===== src/rtl/cpureset_sequencer.sv =====
// CPU reset-request sequencer: synchronises masked request sources and drives the Nios II
// resetrequest/resettaken handshake, with a hard-reset fallback when the CPU never acknowledges.
module cpureset_sequencer #(
    parameter int SYNC_STAGES    = 2,
    parameter int NUM_SRC        = 2,
    parameter int HOLD_CYCLES    = 16,
    parameter int TIMEOUT_CYCLES = 1024,
    parameter int GUARD_CYCLES   = 8
) (
    input  logic               clock_core_sig,
    input  logic               qsys_reset_n_sig,
    input  logic [NUM_SRC-1:0] req_async,
    input  logic [NUM_SRC-1:0] src_mask,
    input  logic               cpu_resettaken,
    input  logic               clear_status,
    output logic               cpu_resetrequest,
    output logic               hard_reset_n,
    output logic               busy,
    output logic [NUM_SRC-1:0] cause,
    output logic               timeout_flag
);

    localparam int MAX_TH = (TIMEOUT_CYCLES > HOLD_CYCLES) ? TIMEOUT_CYCLES : HOLD_CYCLES;
    localparam int MAX_C  = (MAX_TH > GUARD_CYCLES) ? MAX_TH : GUARD_CYCLES;
    localparam int CW     = $clog2(MAX_C) + 1;

    localparam logic [CW-1:0] TO_LAST    = CW'(TIMEOUT_CYCLES - 1);
    localparam logic [CW-1:0] HOLD_LAST  = CW'(HOLD_CYCLES - 1);
    localparam logic [CW-1:0] GUARD_LAST = CW'(GUARD_CYCLES - 1);

    typedef enum logic [2:0] {IDLE, REQ, HOLD, FORCE, RELEASE} state_t;

    state_t                              state;
    logic [CW-1:0]                       cnt;
    logic [SYNC_STAGES-1:0][NUM_SRC-1:0] sync_q;
    logic [NUM_SRC-1:0]                  req_sync;
    logic [NUM_SRC-1:0]                  req_masked;
    logic                                req_any;

    // Stage 0 takes the raw level; the last stage is the only one safe to use.
    always_ff @(posedge clock_core_sig or negedge qsys_reset_n_sig) begin
        if (!qsys_reset_n_sig) sync_q <= '0;
        else                   sync_q <= {sync_q[SYNC_STAGES-2:0], req_async};
    end

    assign req_sync   = sync_q[SYNC_STAGES-1];
    assign req_masked = req_sync & ~src_mask;
    assign req_any    = |req_masked;

    always_ff @(posedge clock_core_sig or negedge qsys_reset_n_sig) begin
        if (!qsys_reset_n_sig) begin
            state            <= IDLE;
            cnt              <= '0;
            cpu_resetrequest <= 1'b0;
            hard_reset_n     <= 1'b1;
            busy             <= 1'b0;
            cause            <= '0;
            timeout_flag     <= 1'b0;
        end else begin
            // Status clears first so a same-cycle capture or timeout overrides it.
            if (clear_status) begin
                cause        <= '0;
                timeout_flag <= 1'b0;
            end
            case (state)
                IDLE: begin
                    if (req_any) begin
                        state            <= REQ;
                        cnt              <= '0;
                        cpu_resetrequest <= 1'b1;
                        busy             <= 1'b1;
                        cause            <= (clear_status ? '0 : cause) | req_masked;
                    end
                end
                REQ: begin
                    if (cpu_resettaken) begin
                        state <= HOLD;
                        cnt   <= '0;
                    end else if (cnt == TO_LAST) begin
                        state        <= FORCE;
                        cnt          <= '0;
                        hard_reset_n <= 1'b0;
                        timeout_flag <= 1'b1;
                    end else begin
                        cnt <= cnt + 1'b1;
                    end
                end
                HOLD, FORCE: begin
                    // A source still asserting keeps the CPU in reset past the minimum hold.
                    if (cnt == HOLD_LAST) begin
                        if (!req_any) begin
                            state            <= RELEASE;
                            cnt              <= '0;
                            cpu_resetrequest <= 1'b0;
                            hard_reset_n     <= 1'b1;
                        end
                    end else begin
                        cnt <= cnt + 1'b1;
                    end
                end
                RELEASE: begin
                    if (cnt == GUARD_LAST) begin
                        state <= IDLE;
                        cnt   <= '0;
                        busy  <= 1'b0;
                    end else begin
                        cnt <= cnt + 1'b1;
                    end
                end
                default: begin
                    state            <= IDLE;
                    cnt              <= '0;
                    cpu_resetrequest <= 1'b0;
                    hard_reset_n     <= 1'b1;
                    busy             <= 1'b0;
                end
            endcase
        end
    end

endmodule


===== config.mk =====
export PLATFORM = sky130hd
export DESIGN_NAME = cpureset_sequencer
export DESIGN_NICKNAME = d
export VERILOG_FILES = /design/src/rtl/cpureset_sequencer.sv
export SDC_FILE = /design/constraint.sdc
export NUM_CORES = 1
export LEC_CHECK = 0
export CAP_MARGIN = 25
export CORE_MARGIN = 1
export CORE_UTILIZATION = 45
export CTS_BUF_LIST = sky130_fd_sc_hd__clkbuf_8
export CTS_CLUSTER_DIAMETER = 200
export DETAILED_ROUTE_END_ITERATION = 16
export DONT_BUFFER_PORTS = 1
export HOLD_SLACK_MARGIN = 0.03
export MAX_ROUTING_LAYER = met4
export PLACE_DENSITY = 0.66
export SLEW_MARGIN = 20
export SYNTH_ARGS = -nofsm -noshare
export SYNTH_HDL_FRONTEND = slang
export SYNTH_SLANG_ARGS = --single-unit

===== constraint.sdc =====
create_clock -name clock_core_sig -period 3.8 [get_ports clock_core_sig]
set_input_delay 0.95 -clock clock_core_sig [delete_from_list [all_inputs] [get_ports clock_core_sig]]
set_output_delay 0.95 -clock clock_core_sig [all_outputs]
set_load 0.03 [all_outputs]

==> key figures <==
Global routing
  – Vias in the first global route: 960
  – Global route overflow: 0
  – First-pass GRT wire length: 4290 um
  – Initial antenna violation count: 0
  – Largest net degree at the start of global routing: 25
  – Total track usage: 0.182

Synth
  – Seq cells post-synth: 24
  – Main combinational cell family by area after synthesis: compound AO/OA/AOI/OAI gates
  – Post-synth EDFFs: 0
  – Distinct cells, synth: 50
  – Adder-cell share of the synthesized area: 0.00966
  – Synth Area per Inst: 10.3 um2
  – Seq/Total Area, Yosys: 0.465
  – Post-Syn Area: 0.00129 mm2
  – Leading area contributor after synthesis: dfrtp_1
  – Asr flop ratio synth: 1.00
  – Multiplexer area fraction after synthesis: 0.00773
  – Post-Synth Simple-Gate Area: 0.232
  – Synth area leaders: dfrtp_1 (44%), nand2_1 (3.2%), a21oi_1 (2.7%)
  – Synthesized instance count: 126
  – Synth Area in XOR/XNOR: 0.0135
  – Compound-Gate Fraction of Synth Area: 0.233
  – YS warnings: 0
  – Mapped Nets: 135
  – Commonest register cell after synthesis: dfrtp_1
  – Area share of the largest cell type after synthesis: 0.444

Setup path
  – CP Class: flop to flop
  – RR Endpoint: cnt[2]
  – Max FO, Critical Path: 9
  – R2r startpoint: cnt[0]
  – Reg2Reg Setup Slack: 1550 ps
  – R2R depth: 6
  – Critical Path, Cell by Cell: ha_1 -> nand3_1 -> o41ai_2 -> nor3b_2 -> o21bai_1 -> a21o_2
  – CP peak stage delay: 540 ps
  – Worst path slowest cell: nor3b_2
  – Critical path's top delay family: compound AO/OA/AOI/OAI gates
  – CP required: 3960 ps
  – CP Buf/Inv Count: 0
  – Critical path launch point type: flop
  – Critical Path End Type: flop
  – Arr. time, crit path: 2410 ps

Clock tree
  – Worst skew pair latency: 260 ps
  – Clk sinks: 24
  – CTS tree: yes
  – Clock buffer depth: 2
  – Clock-pin slew on the worst setup and hold paths: 80 ps
  – Hold Buf Count CTS: 0
  – Num CTS Buffers: 3
  – Buffer count from post-CTS setup fixing: 0
  – Root buffer cell: clkbuf_8
  – H-tree depth: 1
  – Post_cts resized: 0

Power
  – Psw: 328 uW
  – Logic pwr share: 0.345
  – Sequential power share: 0.471
  – Clock group share of total power: 0.183
  – P_int: 487 uW
  – Power per cell area: 602 mW/mm2
  – Total chip power: 816 uW
  – Peak VDD IR: 0.463 mV
  – Net Sw Frac: 0.402
  – P_leak: 0.576 nW

Floorplan
  – Initial Utilization: 0.474
  – Die footprint: 0.00310 mm2
  – DIE HEIGHT: 55.6 um
  – Die W: 55.6 um
  – Top Ports: 14
  – Std-Cell Core Area: 0.00273 mm2
  – Cell Rows: 19

Cells and area
  – Nets: 136
  – Most common cell after layout, fill and taps aside: dfrtp_1
  – # fillers: 232
  – Finished Layout Cells: 157
  – Layout cell share with drive strength beyond 1: 0.159
  – Synth-to-layout area growth: 4.54%
  – Final core utilization: 0.495
  – Ant. Diodes: 0
  – Commonest cells after routing, fill and taps aside: dfrtp_1 (23), nand2_1 (11), inv_1 (8)
  – Finished layout cell area: 0.00135 mm2

STA
  – Slew Viols, Final: 0
  – Worst Tran Pin Value: 524 ps
  – Post-route minimum period: 2250 ps
  – Fin crit share: 0.592
  – Setup TNS: 0 ps
  – Final setup vio count: 0
  – Clock skew: 4.74 ps
  – Slew HR: 0.649
  – RSZ-0062 raised after global routing: no
  – Fmax: 0.444 GHz
  – Fin. Hold Viols: 0

Placed design
  – Dpl hpwl: 1840 um
  – Placed Cells incl. Taps: 153
  – Input/output buffers: 0
  – DP Area: 0.00131 mm2
  – GPL Wtd Cong: 0.885

Min path
  – Min-delay src: sync_q[1]
  – Hold WC Path Type: flop to flop
  – WHS Endpoint: req_sync[1]
  – Hold path depth: 0

Drt
  – M1 WL: 1090 um
  – DRC violations left: 0
  – ANT nets after route: 0
  – Vias per cell: 6.27
  – Detailed Route WL: 2480 um
  – Highest metal used: met4
  – Wire length per cell: 15.8 um
  – 1st-iter DRT viols: 21
  – Met3 Wirelength: 96 um
  – First-pass iteration count of the detailed router: 4
  – Vias: 985
  – Met2 Wirelength: 1260 um

Run status
  – Run status: complete, no violations

Run
  – # Max-Cap Violations: 0
[synthesized netlist by cell type, types with 2 or more instances]
master / count
o2bb2ai_1: 3
nand2_1: 11
nor2_1: 4
and3_1: 2
nand2b_1: 4
o21bai_1: 4
a21oi_1: 7
dfrtp_1: 23
nor2b_1: 2
o21ai_0: 6
o2111ai_1: 4
inv_1: 7
xor2_1: 2
o21a_1: 2
o22ai_1: 2
nor3_1: 2
or2_2: 2
nor3b_1: 2
nand3_1: 6
[registers in the layout, indices dropped and copies added, names as in the netlist]
signal	count
req_sync	2
cause	2
state	3
cpu_resetrequest	1
hard_reset_n	1
timeout_flag	1
sync_q	2
cnt	11
busy	1
[stage by stage]
stage	hold slack, ps	setup slack (ps)
3_5_place_dp	336	1530
2_1_floorplan	331	1730
6_report	353	1550
3_3_place_gp	332	1630
4_1_cts	356	1550
5_1_grt	353	1370
[routing by layer]
metal	vias to the layer above	track usage
li1	471	-
met1	493	0.217
met2	17	0.291
met3	4	0.0488
met4	0	0.0786
met5	-	-
[worst max path at each step]
stage                     depth (start not counted)     end  slack [ps]            from
after detailed placement                          5  cnt[2]        1530  cpu_resettaken
after global placement                            5  cnt[2]        1630  cpu_resettaken
after global routing                              6  cnt[2]        1370          cnt[0]
after CTS                                         6  cnt[2]        1550          cnt[0]
after floorplan                                   5  cnt[2]        1730  cpu_resettaken
final                                             6  cnt[2]        1550          cnt[0]
[kinds of logic (layout without fill, tap and decap cells)]
logic type                 after synthesis  count (layout)
and+or+nand+nor                         47              47
AOI/OAI and AO/OA                       40              40
DFF                                     24              24
buffers and inverters                   11              11
xor gates and xnor gates                 2               2
adders and majority gates                1               1
muxes                                    1               1
[layout make-up]
type,count,area (um2),area share
clock buffer,3,41.3,0.0305
clock inverter,1,3.75,0.00277
tap,31,38.8,0.0287
multi-input combinational,91,642,0.474
inverter,7,26.3,0.0194
sequential,24,602,0.445
[power groups by stage]
stage	clock network, mW	registers (mW)	logic (mW)
3_3_place_gp	0	0.386	0.270
4_1_cts	0.157	0.383	0.283
6_report	0.150	0.384	0.282
2_1_floorplan	0	0.358	0.250
5_1_grt	0.164	0.391	0.318
3_5_place_dp	0	0.388	0.282
[worst register-to-register path: cells and delay by family, from the launching register on]
kind	cells	cell delay, ps
and+or+nand+nor	2	720
DFF	1	390
AOI/OAI and AO/OA	3	810
adders and majority gates	1	230
(Power assumes the default switching activity.)
==> edit (same settings) <==
Add an input register stage for `req_async`, `src_mask` and `clear_status`, with the module's reset; this delays them by one clock.
--- a/src/rtl/cpureset_sequencer.sv
+++ b/src/rtl/cpureset_sequencer.sv
@@ -30,6 +30,22 @@
 
     typedef enum logic [2:0] {IDLE, REQ, HOLD, FORCE, RELEASE} state_t;
 
+    logic [NUM_SRC-1:0] req_async_q;
+    logic [NUM_SRC-1:0] src_mask_q;
+    logic clear_status_q;
+
+    always_ff @(posedge clock_core_sig or negedge qsys_reset_n_sig) begin
+        if (!qsys_reset_n_sig) begin
+            req_async_q    <= '0;
+            src_mask_q     <= '0;
+            clear_status_q <= '0;
+        end else begin
+            req_async_q    <= req_async;
+            src_mask_q     <= src_mask;
+            clear_status_q <= clear_status;
+        end
+    end
+
     state_t                              state;
     logic [CW-1:0]                       cnt;
     logic [SYNC_STAGES-1:0][NUM_SRC-1:0] sync_q;
@@ -40,11 +56,11 @@
     // Stage 0 takes the raw level; the last stage is the only one safe to use.
     always_ff @(posedge clock_core_sig or negedge qsys_reset_n_sig) begin
         if (!qsys_reset_n_sig) sync_q <= '0;
-        else                   sync_q <= {sync_q[SYNC_STAGES-2:0], req_async};
+        else                   sync_q <= {sync_q[SYNC_STAGES-2:0], req_async_q};
     end
 
     assign req_sync   = sync_q[SYNC_STAGES-1];
-    assign req_masked = req_sync & ~src_mask;
+    assign req_masked = req_sync & ~src_mask_q;
     assign req_any    = |req_masked;
 
     always_ff @(posedge clock_core_sig or negedge qsys_reset_n_sig) begin
@@ -58,7 +74,7 @@
             timeout_flag     <= 1'b0;
         end else begin
             // Status clears first so a same-cycle capture or timeout overrides it.
-            if (clear_status) begin
+            if (clear_status_q) begin
                 cause        <= '0;
                 timeout_flag <= 1'b0;
             end
@@ -69,7 +85,7 @@
                         cnt              <= '0;
                         cpu_resetrequest <= 1'b1;
                         busy             <= 1'b1;
-                        cause            <= (clear_status ? '0 : cause) | req_masked;
+                        cause            <= (clear_status_q ? '0 : cause) | req_masked;
                     end
                 end
                 REQ: begin
Check against the original RTL: not equivalent (a bounded check fails within 4 cycles, from zero or initial values and one cycle with qsys_reset_n_sig low).
==> edit against the original RTL <==
  * The flow now finishes with violations (design-rule violations)
  * Total power up 17%
  * Final cell count up 3.2%
  * Worst hold slack worse by 6.0 ps
  * Count of clock-buffer cells in the layout up 2
  * Area after synthesis up 5.3%
  * Wire length up 2.3%
  * Sequential cell count up 5
  * Setup slack better by 330 ps
  * Final area up 8.7%
  * Critical path depth unchanged
  * Critical path type unchanged
==> edit: results (changes against the original RTL) <==
- Status: finished, violations left
* Violated checks: design-rule violations
* Routed Wire Length: 2.532 mm (+2.3%)
- The final RePlAce weighted congestion is 0.8072 (-8.8%).
* H-tree level count: 2 (+1)
- The detailed-routing iteration count for the pre-antenna-repair pass came to 10 (+6).
- Post-Route M1 WL: 1.140 mm (+4.9%)
* Library cell contributing the largest single delay on the critical path: sky130_fd_sc_hd__o41ai_2
- The count of nets after finishing is 139 (+2.2%).
- The total length of routed met2 wires was 1.218 mm (-3.6%).
- Detailed-routed wire length on met3: 130 um (+35%)
* Total CTS buffers: 5 (+2)
- Met1 layer usage reported by global route: 23.20% (+1.5 points)
- The sequential-to-total area share from yosys stat came to 53.30% (+6.8 points).
- The number of DRC violations after detailed-routing iteration 0 was 48 (+130%).
- Post-placement worst setup slack: 1783 ps (+252.4 ps)
- Fraction of power spent switching nets: 38.11% (-2.1 points)
- Post-detailed-route DRC marker count: 4 (+4)
- Clock network latency to the later pin of the worst-skew pair: 290 ps (+30 ps)
- The highest ir drop seen on vdd is 0.0002948 V (-36%).
* Worst-case clock skew: 11.15 ps (+6.412 ps)
* Count of cell types in the netlist: 36 (-28%)
* GR met2 Demand/Resource: 28.91% (-0.18 points)
- Post-placement cell count: 154 (+0.65%)
- The maximum number of pins on one net before global-route repair came to 30 (+20%).
- Met3 demand-to-capacity share in global routing: 6.576% (+1.7 points)
- The mean cell area of the mapped netlist came to 10.82 sq um (+5.3%).
- In the post-synthesis netlist, the biggest area contributors are sky130_fd_sc_hd__dfrtp_1, sky130_fd_sc_hd__nor2_1, sky130_fd_sc_hd__xor2_1.
* Static leakage power: 0.6260 nW (+8.7%)
- The critical-path maximum fanout is 8 (-1).
- Via count: 970 (-1.5%)
* Delay of the slowest cell on the worst path: 420 ps (-120 ps)
- CP top delay family: simple AND/OR/NAND/NOR gates
- In this run the worst hold path is classified as in2async.
- Total half-perimeter wirelength after legalization and detailed placement: 1.775 mm (-3.7%)
- Layout cells sized above 1: 14.50% (-1.4 points)
* Most instantiated cells after synthesis: sky130_fd_sc_hd__dfrtp_1, sky130_fd_sc_hd__nor2_1, sky130_fd_sc_hd__nand2_1
- Worst rel slew slack: 68.54% (+3.7 points)
-- edit: kinds of logic after synthesis --
| family | Yosys count | share of synthesized area [%] |
|---|---|---|
| AND/OR/NAND/NOR | 51 | 22.02 |
| flip-flops | 29 | 53.30 |
| AO/OA/AOI/OAI | 27 | 14.77 |
| buffers and inverters | 10 | 3.578 |
| XOR/XNOR | 6 | 3.853 |
| multiplexers | 2 | 1.560 |
| adder cells (fa/ha/maj) | 1 | 0.9173 |
-- edit: final timing paths --
path                             endpoint  slack, ps  depth (start not counted)
setup / recovery                 state[0]       1880                          6
hold / removal                   state[2]        350                          0
setup reg to reg                 state[0]       1880                          6
hold reg to reg                 sync_q[1]        350                          0
max in group asynchronous    hard_reset_n       3270                          0
min in group clock_core_sig     sync_q[1]        350                          0
-- edit: stage by stage --
step                      area (sq um)  utilization (%)
after floorplan                   1364                -
after global placement            1380            49.20
after detailed placement          1380            49.20
after CTS                         1471            52.45
after global routing              1471            52.45
final                             1471            52.45
-- edit: power groups by stage --
stage / Clock [mW] / Combinational [mW] / Sequential (mW)
3_3_place_gp: 0 / 0.250 / 0.447
3_5_place_dp: 0 / 0.254 / 0.450
4_1_cts: 0.263 / 0.256 / 0.444
2_1_floorplan: 0 / 0.244 / 0.416
5_1_grt: 0.274 / 0.287 / 0.452
6_report: 0.255 / 0.257 / 0.444
-- edit: worst register-to-register path, delay by kind of cell, from the launching register on --
kind                     cells  cell delay (ps)
adder cells (fa/ha/maj)      1              220
flip-flops                   1              380
AO/OA/AOI/OAI                1              420
multiplexers                 1              210
AND/OR/NAND/NOR              3              630
-- edit: area by class of cell --
type / instances / area [sq um]
well taps: 31 / 38.79
inverters: 7 / 26.28
flip-flops and latches: 29 / 726.9
fillers: 249 / 1334
multi-input cells: 87 / 588.1
clock inverters: 3 / 22.52
clock buffers: 5 / 68.82
